<file path="src/rtl/acc_access_arbiter.sv">
// acc_access_arbiter: round-robin arbiter of two requesters (write+read each)
// onto one single-outstanding target port, with a transaction watchdog.
module acc_access_arbiter #(
    parameter int          addr_width     = 64,
    parameter int          data_width     = 32,
    parameter logic [15:0] timeout_cycles = 16'd255
) (
    input  logic                      sys__clk,
    input  logic                      sys__arstn,
    input  logic [2*addr_width-1:0]   m__waddr,
    input  logic [2*data_width-1:0]   m__wdata,
    input  logic [1:0]                m__wvalid,
    output logic [1:0]                m__wready,
    input  logic [2*addr_width-1:0]   m__raddr,
    output logic [2*data_width-1:0]   m__rdata,
    input  logic [1:0]                m__rvalid,
    output logic [1:0]                m__rready,
    output logic [addr_width-1:0]     s__waddr,
    output logic [data_width-1:0]     s__wdata,
    output logic                      s__wvalid,
    input  logic                      s__wready,
    output logic [addr_width-1:0]     s__raddr,
    input  logic [data_width-1:0]     s__rdata,
    output logic                      s__rvalid,
    input  logic                      s__rready,
    output logic                      arb__timeout,
    output logic [7:0]                arb__timeout_cnt
);

    localparam int AW = addr_width;
    localparam int DW = data_width;

    localparam logic [0:0] ST_IDLE = 1'b0;
    localparam logic [0:0] ST_XFER = 1'b1;

    localparam logic [DW-1:0] DEAD_DATA = DW'(32'hDEADBEEF);

    logic [0:0]  state_q, state_d;
    logic [3:0]  gnt_q, gnt_d;
    logic [1:0]  ptr_q, ptr_d;
    logic [15:0] wdog_q, wdog_d;
    logic        tmo_q, tmo_d;
    logic [7:0]  tcnt_q, tcnt_d;

    logic [3:0]  req;
    logic [3:0]  pick;
    logic [1:0]  rr_idx;
    logic        found;
    logic        xfer;
    logic        is_wr;
    logic        sel_m1;
    logic        tgt_rdy;
    logic        expire;
    logic        done;
    logic [1:0]  gnt_idx;
    logic [DW-1:0] rd_val;

    // slot order: 0=m0 write, 1=m0 read, 2=m1 write, 3=m1 read
    assign req = {m__rvalid[1], m__wvalid[1], m__rvalid[0], m__wvalid[0]};

    assign xfer    = (state_q == ST_XFER);
    assign is_wr   = gnt_q[0] | gnt_q[2];
    assign sel_m1  = gnt_q[2] | gnt_q[3];
    assign gnt_idx = {gnt_q[2] | gnt_q[3], gnt_q[1] | gnt_q[3]};
    assign tgt_rdy = xfer & (is_wr ? s__wready : s__rready);
    assign expire  = xfer & (timeout_cycles != 16'd0)
                   & (wdog_q == timeout_cycles - 16'd1);
    assign done    = tgt_rdy | expire;
    assign rd_val  = tgt_rdy ? s__rdata : DEAD_DATA;

    // round-robin pick: first requesting slot at or after the pointer
    always_comb begin
        pick   = 4'b0000;
        found  = 1'b0;
        rr_idx = 2'd0;
        for (int i = 0; i < 4; i++) begin
            rr_idx = ptr_q + 2'(i);
            if (!found && req[rr_idx]) begin
                pick  = 4'b0001 << rr_idx;
                found = 1'b1;
            end
        end
    end

    // FSM, grant, pointer, watchdog and expiry counter next-state
    always_comb begin
        state_d = state_q;
        gnt_d   = gnt_q;
        ptr_d   = ptr_q;
        wdog_d  = wdog_q;
        tmo_d   = 1'b0;
        tcnt_d  = tcnt_q;
        case (state_q)
            ST_IDLE: begin
                if (found) begin
                    state_d = ST_XFER;
                    gnt_d   = pick;
                    wdog_d  = 16'd0;
                end
            end
            default: begin
                if (done) begin
                    state_d = ST_IDLE;
                    gnt_d   = 4'b0000;
                    ptr_d   = gnt_idx + 2'd1;
                    if (!tgt_rdy) begin
                        tmo_d = 1'b1;
                        if (tcnt_q != 8'hFF) tcnt_d = tcnt_q + 8'd1;
                    end
                end else begin
                    wdog_d = wdog_q + 16'd1;
                end
            end
        endcase
    end

    // state registers, cleared immediately by reset
    always_ff @(posedge sys__clk or negedge sys__arstn) begin
        if (!sys__arstn) begin
            state_q <= ST_IDLE;
            gnt_q   <= 4'b0000;
            ptr_q   <= 2'd0;
            wdog_q  <= 16'd0;
            tmo_q   <= 1'b0;
            tcnt_q  <= 8'd0;
        end else begin
            state_q <= state_d;
            gnt_q   <= gnt_d;
            ptr_q   <= ptr_d;
            wdog_q  <= wdog_d;
            tmo_q   <= tmo_d;
            tcnt_q  <= tcnt_d;
        end
    end

    // target side: valid and muxed address/data only while transferring
    always_comb begin
        s__wvalid = xfer & is_wr;
        s__rvalid = xfer & ~is_wr;
        s__waddr  = '0;
        s__wdata  = '0;
        s__raddr  = '0;
        if (xfer) begin
            s__waddr = sel_m1 ? m__waddr[2*AW-1:AW] : m__waddr[AW-1:0];
            s__wdata = sel_m1 ? m__wdata[2*DW-1:DW] : m__wdata[DW-1:0];
            s__raddr = sel_m1 ? m__raddr[2*AW-1:AW] : m__raddr[AW-1:0];
        end
    end

    // requester side: completion pulses and read data in the done cycle
    always_comb begin
        m__wready = {done & is_wr & sel_m1, done & is_wr & ~sel_m1};
        m__rready = {done & ~is_wr & sel_m1, done & ~is_wr & ~sel_m1};
        m__rdata  = '0;
        if (m__rready[1]) m__rdata[2*DW-1:DW] = rd_val;
        if (m__rready[0]) m__rdata[DW-1:0]    = rd_val;
    end

    assign arb__timeout     = tmo_q;
    assign arb__timeout_cnt = tcnt_q;

endmodule

</file>
<file path="config.mk">
export PLATFORM = sky130hd
export DESIGN_NAME = acc_access_arbiter
export DESIGN_NICKNAME = d
export VERILOG_FILES = /design/src/rtl/acc_access_arbiter.sv
export SDC_FILE = /design/constraint.sdc
export NUM_CORES = 1
export LEC_CHECK = 0
export BUFFER_PORTS_ARGS = -buffer_cell sky130_fd_sc_hd__buf_2
export CORE_AREA = 2 2 230 232
export DETAILED_ROUTE_END_ITERATION = 16
export DIE_AREA = 0 0 232 234
export GPL_ROUTABILITY_DRIVEN = 0
export GPL_TIMING_DRIVEN = 0
export SYNTH_ARGS = -nofsm -noshare
export SYNTH_HDL_FRONTEND = slang
export SYNTH_SLANG_ARGS = --single-unit
</file>
<file path="constraint.sdc">
create_clock -name sys__clk -period 3.15 [get_ports sys__clk]
set_clock_uncertainty 0.2 [all_clocks]
set_input_delay 0.1575 -clock sys__clk [delete_from_list [all_inputs] [get_ports sys__clk]]
set_output_delay 0.1575 -clock sys__clk [all_outputs]
set_load 0.01 [all_outputs]
</file>
==> results of run 1 <==
==> cell type report <==
type	count	area [µm²]	area share [%]
antenna	2	5.00	0.0544
timing repair buffer	606	3050	33.1
sequential	32	806	8.75
clock buffer	8	146	1.59
multi-input combinational	727	4010	43.6
inverter	7	26.3	0.285
buffer	65	298	3.24
tap	688	861	9.35
==> logic make-up after synthesis <==
group,after synthesis
adders and majority gates,11
xor gates and xnor gates,18
AOI/OAI and AO/OA,187
and+or+nand+nor,502
DFF,32
muxes,9
buffers and inverters,75
==> sequential cells by signal, summed over array words and instances (netlist names) <==
name and cells:
arb__timeout 1, arb__timeout_cnt 8, gnt_q 4, ptr_q 2, state_q 1, wdog_q 16
==> power groups by stage <==
stage          Clock (mW)  Sequential, mW  Combinational, mW
4_1_cts             0.484           0.563               6.39
3_5_place_dp            0           0.538               6.34
5_1_grt             0.507           0.583               7.01
2_1_floorplan           0           0.517               3.13
3_3_place_gp            0           0.537               6.34
6_report            0.481           0.569               6.46
==> cells in the final DEF (no fill, tap or decap), types with 8 or more instances in the layout <==
cell type and n:
sky130_fd_sc_hd__nor2_1 83, sky130_fd_sc_hd__dfrtp_1 28, sky130_fd_sc_hd__clkbuf_1 47, sky130_fd_sc_hd__ha_1 11, sky130_fd_sc_hd__a21boi_0 156, sky130_fd_sc_hd__buf_2 603
sky130_fd_sc_hd__nand2_1 331, sky130_fd_sc_hd__xnor2_1 16, sky130_fd_sc_hd__nand3_1 11, sky130_fd_sc_hd__nor3_1 9, sky130_fd_sc_hd__and2_1 17, sky130_fd_sc_hd__clkbuf_2 10
sky130_fd_sc_hd__a221o_1 8
==> final timing paths <==
kind                                                  from                         endpoint  slack (ns)  depth (start not counted)
max                                      state_q$_DFF_PN0_                      s__wdata[3]        0.07                          5
min                                             sys__arstn            wdog_q[9]$_DFFE_PN0P_        0.28                          2
max reg2reg                           ptr_q[0]$_DFFE_PN0P_             gnt_q[3]$_DFFE_PN0P_        0.24                          8
min reg2reg                arb__timeout_cnt[6]$_DFFE_PN0P_  arb__timeout_cnt[6]$_DFFE_PN0P_        0.29                          1
max in group asynchronous                       sys__arstn            wdog_q[0]$_DFFE_PN0P_        1.97                          2
min in group sys__clk      arb__timeout_cnt[6]$_DFFE_PN0P_  arb__timeout_cnt[6]$_DFFE_PN0P_        0.29                          1
==> what timing repair did <==
item / CTS / global route
resized for setup: 25 / 25
cloned: 0 / 2
hold buffers: 1 / 0
setup endpoints to repair: 207 / 46
pin swaps: 1 / 1
hold endpoints to repair: 32 / 0
buffers inserted: 3 / 2
==> layer usage <==
| layer | global-route usage, % | share of wire, % | wire length [µm] |
|---|---|---|---|
| met3 | 7.93 | 15 | 6280 |
| met2 | 21.2 | 42 | 17600 |
| met5 | 2.05 | 0.51 | 211 |
| met1 | 16.6 | 40 | 16500 |
| met4 | 3.69 | 2.9 | 1220 |
==> impl_metrics.yaml, run 1 <==
yosys:
  ys_top_cells_by_count: "331 x sky130_fd_sc_hd__nand2_1, 160 x sky130_fd_sc_hd__a21boi_0, 90 x sky130_fd_sc_hd__nor2_1"
  yosys.cell_types.count: 45
  yosysSeqAreaShare_pct: 15.8
  yosysTopAreaCell: "sky130_fd_sc_hd__nand2_1"
  synth_edf_count: 0
  synth_top_cell_area_share_pct: 24.6
  postSynth.topFlopCell: "sky130_fd_sc_hd__dfrtp_1"
  synth_area_per_cell_um2: 6.07
  most_frequently_used_cell_type_in_the_post_synthesis_netlist: "sky130_fd_sc_hd__nand2_1"
  async_reset_ff_share_pct: 100
  synth_xor_xnor_area_share_pct: 3.12
  yosys_warnings: 0
  synth-compound-area-share_pct: 28.1
  total_standard_cell_area_after_synthesis_mm2: 0.00506
  synth_adder_area_share_pct: 2.72
  mappedNetlistNets: 1205
  largest_family_of_logic_cells_by_synthesized_area: "simple AND/OR/NAND/NOR gates"
  synthSimpleGateAreaFrac_pct: 42.1
  netlist_top_cells_area: "sky130_fd_sc_hd__nand2_1 25%, sky130_fd_sc_hd__a21boi_0 24%, sky130_fd_sc_hd__dfrtp_1 16%, sky130_fd_sc_hd__nor2_1 6.7%, sky130_fd_sc_hd__clkbuf_1 4.6%"
  synth.ff_latch_count: 32
  yosys-mux-area-fraction_pct: 2.33
  syn-instance-count: 834
cts:
  cts_num_sinks: 32
  cts_tree: "built"
  clock_pin_transition_on_the_worst_setup_and_hold_timing_paths_ns: 0.05
  number_of_h_tree_levels: 2
  root_buffer: "sky130_fd_sc_hd__clkbuf_16"
  cts-buffers-inserted: 5
  latest_clock_arrival_within_the_worst_skew_pair_ns: 0.28
  cts.path.max_buffers: 2
finish:
  final_layout_size_suffix_gt1_share_pct: 45.6
  finalCoreUtilization_pct: 17.7
  final_net_count: 1815
  post_layout_cell_count: 2135
  synthToLayoutAreaGrowth_pct: 82.0
  finalInstanceArea_mm2: 0.00921
  nFillCells: 6034
die:
  placementRows: 84
  floorplan.initialDensity_pct: 9.72
  full_die_area_mm2: 0.0543
  pin_count: 599
  fp.coreArea_mm2: 0.0520
  die_width_um: 232
  die_h_um: 234
timing:
  finalHoldViolCount: 0
  least_margin_pin_slew_ns: 0.709
  fin_ws_ns: 0.0667
  setup-tns-final_ns: 0
  final_period_minus_worst_setup_slack_ns: 3.08
  report.final.slew_viol_count: 0
  whs_ns: 0.277
  setup_viol_count_final: 0
  slew_headroom_pct: 52.7
  timing.final.crit_share_pct: 97.9
  fmaxAchievable_ghz: 0.324
place:
  place_ws_ns: -1.02
  postPlaceCellArea_mm2: 0.00891
  detailedPlacementHpwl_um: 36300
  buffer_ports.inserted: 598
  placed_cells_incl_taps: 2120
global_routing:
  gr-total-overflow: 0
  grt_util_all_layers_pct: 13.9
  first_global_vias: 7477
  antenna_found_initial: 10
  pin_count_of_the_biggest_net_entering_global_routing: 33
  grt_pass1_wl_um: 53300
setup_path:
  crit_chain: "clkbuf_1 > clkbuf_4 > clkbuf_1 > a21boi_0 > buf_2"
  critical_path.top_delay_family: "buffers and inverters"
  critPathLaunchType: "register"
  critPathRequiredTime_ns: 2.79
  worst_path_max_delay_cell: "sky130_fd_sc_hd__clkbuf_1"
  start_to_end_type_of_the_worst_setup_path: "register to primary output"
  slowest_delay_ns: 0.55
  worstPathBufferInverterCount: 4
  crit_path_max_fanout: 10
  worst_endpoint_data_arrival_time_ns: 2.73
  cpMostUsedCell: "sky130_fd_sc_hd__clkbuf_1"
  timing.critical_path.to_type: "primary output"
routing:
  drtAntennaViolNets: 0
  drt_first_pass_iters: 5
  vias: 8283
  initialDrtViolationCount: 435
  residual_drc: 0
  via_per_inst: 3.88
  wire_per_inst_um: 19.6
  drt_wl_total_um: 41800
power_and_ir_drop:
  p_seq_share_pct: 7.6
  p_clk_share_pct: 6.4
  share_comb_of_total_power_pct: 86.0
  finalPower_mw: 7.51
  static_leak_nw: 5.11
  power-per-cell-area_mw_per_mm2: 815
  switching_share_pct: 60.9
  internal_power_mw: 2.94
  ir_drop_uv: 323
  netSwitchingPower_mw: 4.57
hold_path:
  min_path_type: "input port to asynchronous set/reset pin"
run_status:
  status: "complete, no violations"
job:
  drv.max_cap_violation_count: 0
No activity file was read; power rests on OpenSTA's default activity.
==> run 2: changes to the inputs <==
--- a/config.mk
+++ b/config.mk
@@ -11,6 +11,7 @@
 export DIE_AREA = 0 0 232 234
 export GPL_ROUTABILITY_DRIVEN = 0
 export GPL_TIMING_DRIVEN = 0
+export SETUP_SLACK_MARGIN = 0.5
 export SYNTH_ARGS = -nofsm -noshare
 export SYNTH_HDL_FRONTEND = slang
 export SYNTH_SLANG_ARGS = --single-unit
==> impl_metrics.yaml, run 2 (synthesis results as in run 1) <==
die:
  die_width_um: 232
  full_die_area_mm2: 0.0543
  fp.coreArea_mm2: 0.0520
  floorplan.initialDensity_pct: 9.72
  die_h_um: 234
  placementRows: 84
  pin_count: 599
timing:
  setup_viol_count_final: 0
  grt_setup_unrepaired: "yes"
  fmaxAchievable_ghz: 0.341
  fin_ws_ns: 0.220
  final_period_minus_worst_setup_slack_ns: 2.93
  least_margin_pin_slew_ns: 0.726
  slew_headroom_pct: 51.4
  finalHoldViolCount: 0
  report.final.slew_viol_count: 0
  timing.final.crit_share_pct: 93.0
cts:
  cts.path.max_buffers: 2
  cts-buffers-inserted: 5
  latest_clock_arrival_within_the_worst_skew_pair_ns: 0.28
  clock_pin_transition_on_the_worst_setup_and_hold_timing_paths_ns: 0.05
  number_of_h_tree_levels: 2
  root_buffer: "sky130_fd_sc_hd__clkbuf_16"
  cts_tree: "built"
  cts_num_sinks: 32
finish:
  nFillCells: 5885
  final_layout_size_suffix_gt1_share_pct: 52.5
  finalInstanceArea_mm2: 0.0102
  layout_commonest_cell: "sky130_fd_sc_hd__buf_2"
  max_flop_register: "wdog_q"
  synthToLayoutAreaGrowth_pct: 101
  largest_register_ff_count: 16
  final_net_count: 1840
  commonest_non_fill_non_tap_cells_in_the_layout: "575 x sky130_fd_sc_hd__buf_2, 327 x sky130_fd_sc_hd__nand2_1, 142 x sky130_fd_sc_hd__a21boi_0, 43 x sky130_fd_sc_hd__nor2_1, 31 x sky130_fd_sc_hd__buf_6"
setup_path:
  timing.critical_path.to_type: "primary output"
  worst_endpoint_data_arrival_time_ns: 2.57
  critPathRequiredTime_ns: 2.79
  start_to_end_type_of_the_worst_setup_path: "register to primary output"
  crit_path_max_fanout: 6
  critPathLaunchType: "register"
power_and_ir_drop:
  static_leak_nw: 5.49
  power-per-cell-area_mw_per_mm2: 819
  ir_drop_uv: 431
global_routing:
  antenna_found_initial: 0
  gr-total-overflow: 0
  grt_pass1_wl_um: 50000
  grt_util_all_layers_pct: 12.9
  pin_count_of_the_biggest_net_entering_global_routing: 33
  first_global_vias: 7449
routing:
  route.met3.wl_um: 5220
  detail_route.wirelength.met1_um: 14400
  highest_layer: "met5"
  residual_drc: 0
  drt_first_pass_iters: 5
  via_per_inst: 3.92
  drtAntennaViolNets: 0
  initialDrtViolationCount: 332
  wire_per_inst_um: 18.6
  drt_wl_total_um: 40100
  vias: 8457
  met2_length_um: 19100
place:
  place_ws_ns: -1.08
  buffer_ports.inserted: 598
  detailedPlacementHpwl_um: 32800
  postPlaceCellArea_mm2: 0.00893
hold_path:
  min_path_type: "input port to asynchronous set/reset pin"
run_status:
  status: "complete, no violations"
job:
  drv.max_cap_violation_count: 0
## run 2: power breakdown
group	internal [mW]	switching (mW)	total [mW]
registers	0.466	0.0575	0.524
logic	2.73	4.58	7.32
clock network	0.314	0.169	0.483
total	3.51	4.81	8.32
## run 2: worst paths after layout
path	startpoint	end	slack (ns)	cells after the start
max reg2reg	wdog_q[1]$_DFFE_PN0P_	arb__timeout_cnt[1]$_DFFE_PN0P_	0.38	10
min	sys__arstn	gnt_q[1]$_DFFE_PN0P_	0.27	2
min in group sys__clk	arb__timeout_cnt[6]$_DFFE_PN0P_	arb__timeout_cnt[6]$_DFFE_PN0P_	0.29	1
max in group asynchronous	sys__arstn	ptr_q[1]$_DFFE_PN0P_	1.98	2
min reg2reg	arb__timeout_cnt[6]$_DFFE_PN0P_	arb__timeout_cnt[6]$_DFFE_PN0P_	0.29	1
max	wdog_q[1]$_DFFE_PN0P_	m__rdata[26]	0.22	9
## run 2: metal layers
metal / vias up / global-route usage, %
met5: - / 2.23
met4: 2 / 3.57
met3: 57 / 6.34
met2: 526 / 22.3
met1: 3834 / 13.8
li1: 4038 / -
## run 2: repair_timing
item / 4_1_cts / 5_1_grt
pin swaps: 9 / 14
hold endpoints to repair: 32 / 0
gates resized for setup: 129 / 138
buffers inserted: 17 / 7
hold buffers: 1 / 0
gates cloned: 2 / 3
setup endpoints to repair: 235 / 147
## run 2: final cells by class
class | count | area (µm²) | area share [%]
flip-flops and latches | 32 | 803 | 7.91
inverters | 7 | 35.0 | 0.345
clock buffers | 7 | 143 | 1.40
repair buffers | 629 | 3480 | 34.3
diodes | 1 | 2.50 | 0.0246
multi-input cells | 727 | 4360 | 42.9
well taps | 688 | 861 | 8.47
plain buffers | 67 | 469 | 4.62
clock inverters | 1 | 7.51 | 0.0739
## run 2: metrics by stage
step | util [%] | cells | power, mW | hold WS [ns] | setup TNS, ns
floorplan | - | 834 | 3.65 | -0.338 | 0
global placement | 17.1 | 2120 | 6.82 | 0.0464 | -70.97
detailed placement | 17.2 | 2121 | 6.84 | 0.0525 | -47.09
CTS | 18.4 | 2148 | 7.74 | 0.292 | 0
global route | 19.5 | 2158 | 8.93 | 0.302 | 0
finish | 19.5 | 2159 | 8.32 | 0.273 | 0
## run 2: worst max-delay path, stage by stage (launching register included)
cell                        delay, ns
sky130_fd_sc_hd__dfrtp_1         0.41
sky130_fd_sc_hd__ha_2            0.21
sky130_fd_sc_hd__or4b_4          0.49
sky130_fd_sc_hd__nor4_4          0.29
sky130_fd_sc_hd__or2_4           0.21
sky130_fd_sc_hd__nand3b_1        0.09
sky130_fd_sc_hd__buf_6           0.17
sky130_fd_sc_hd__clkbuf_16       0.17
sky130_fd_sc_hd__nor2_1          0.09
sky130_fd_sc_hd__buf_2           0.14
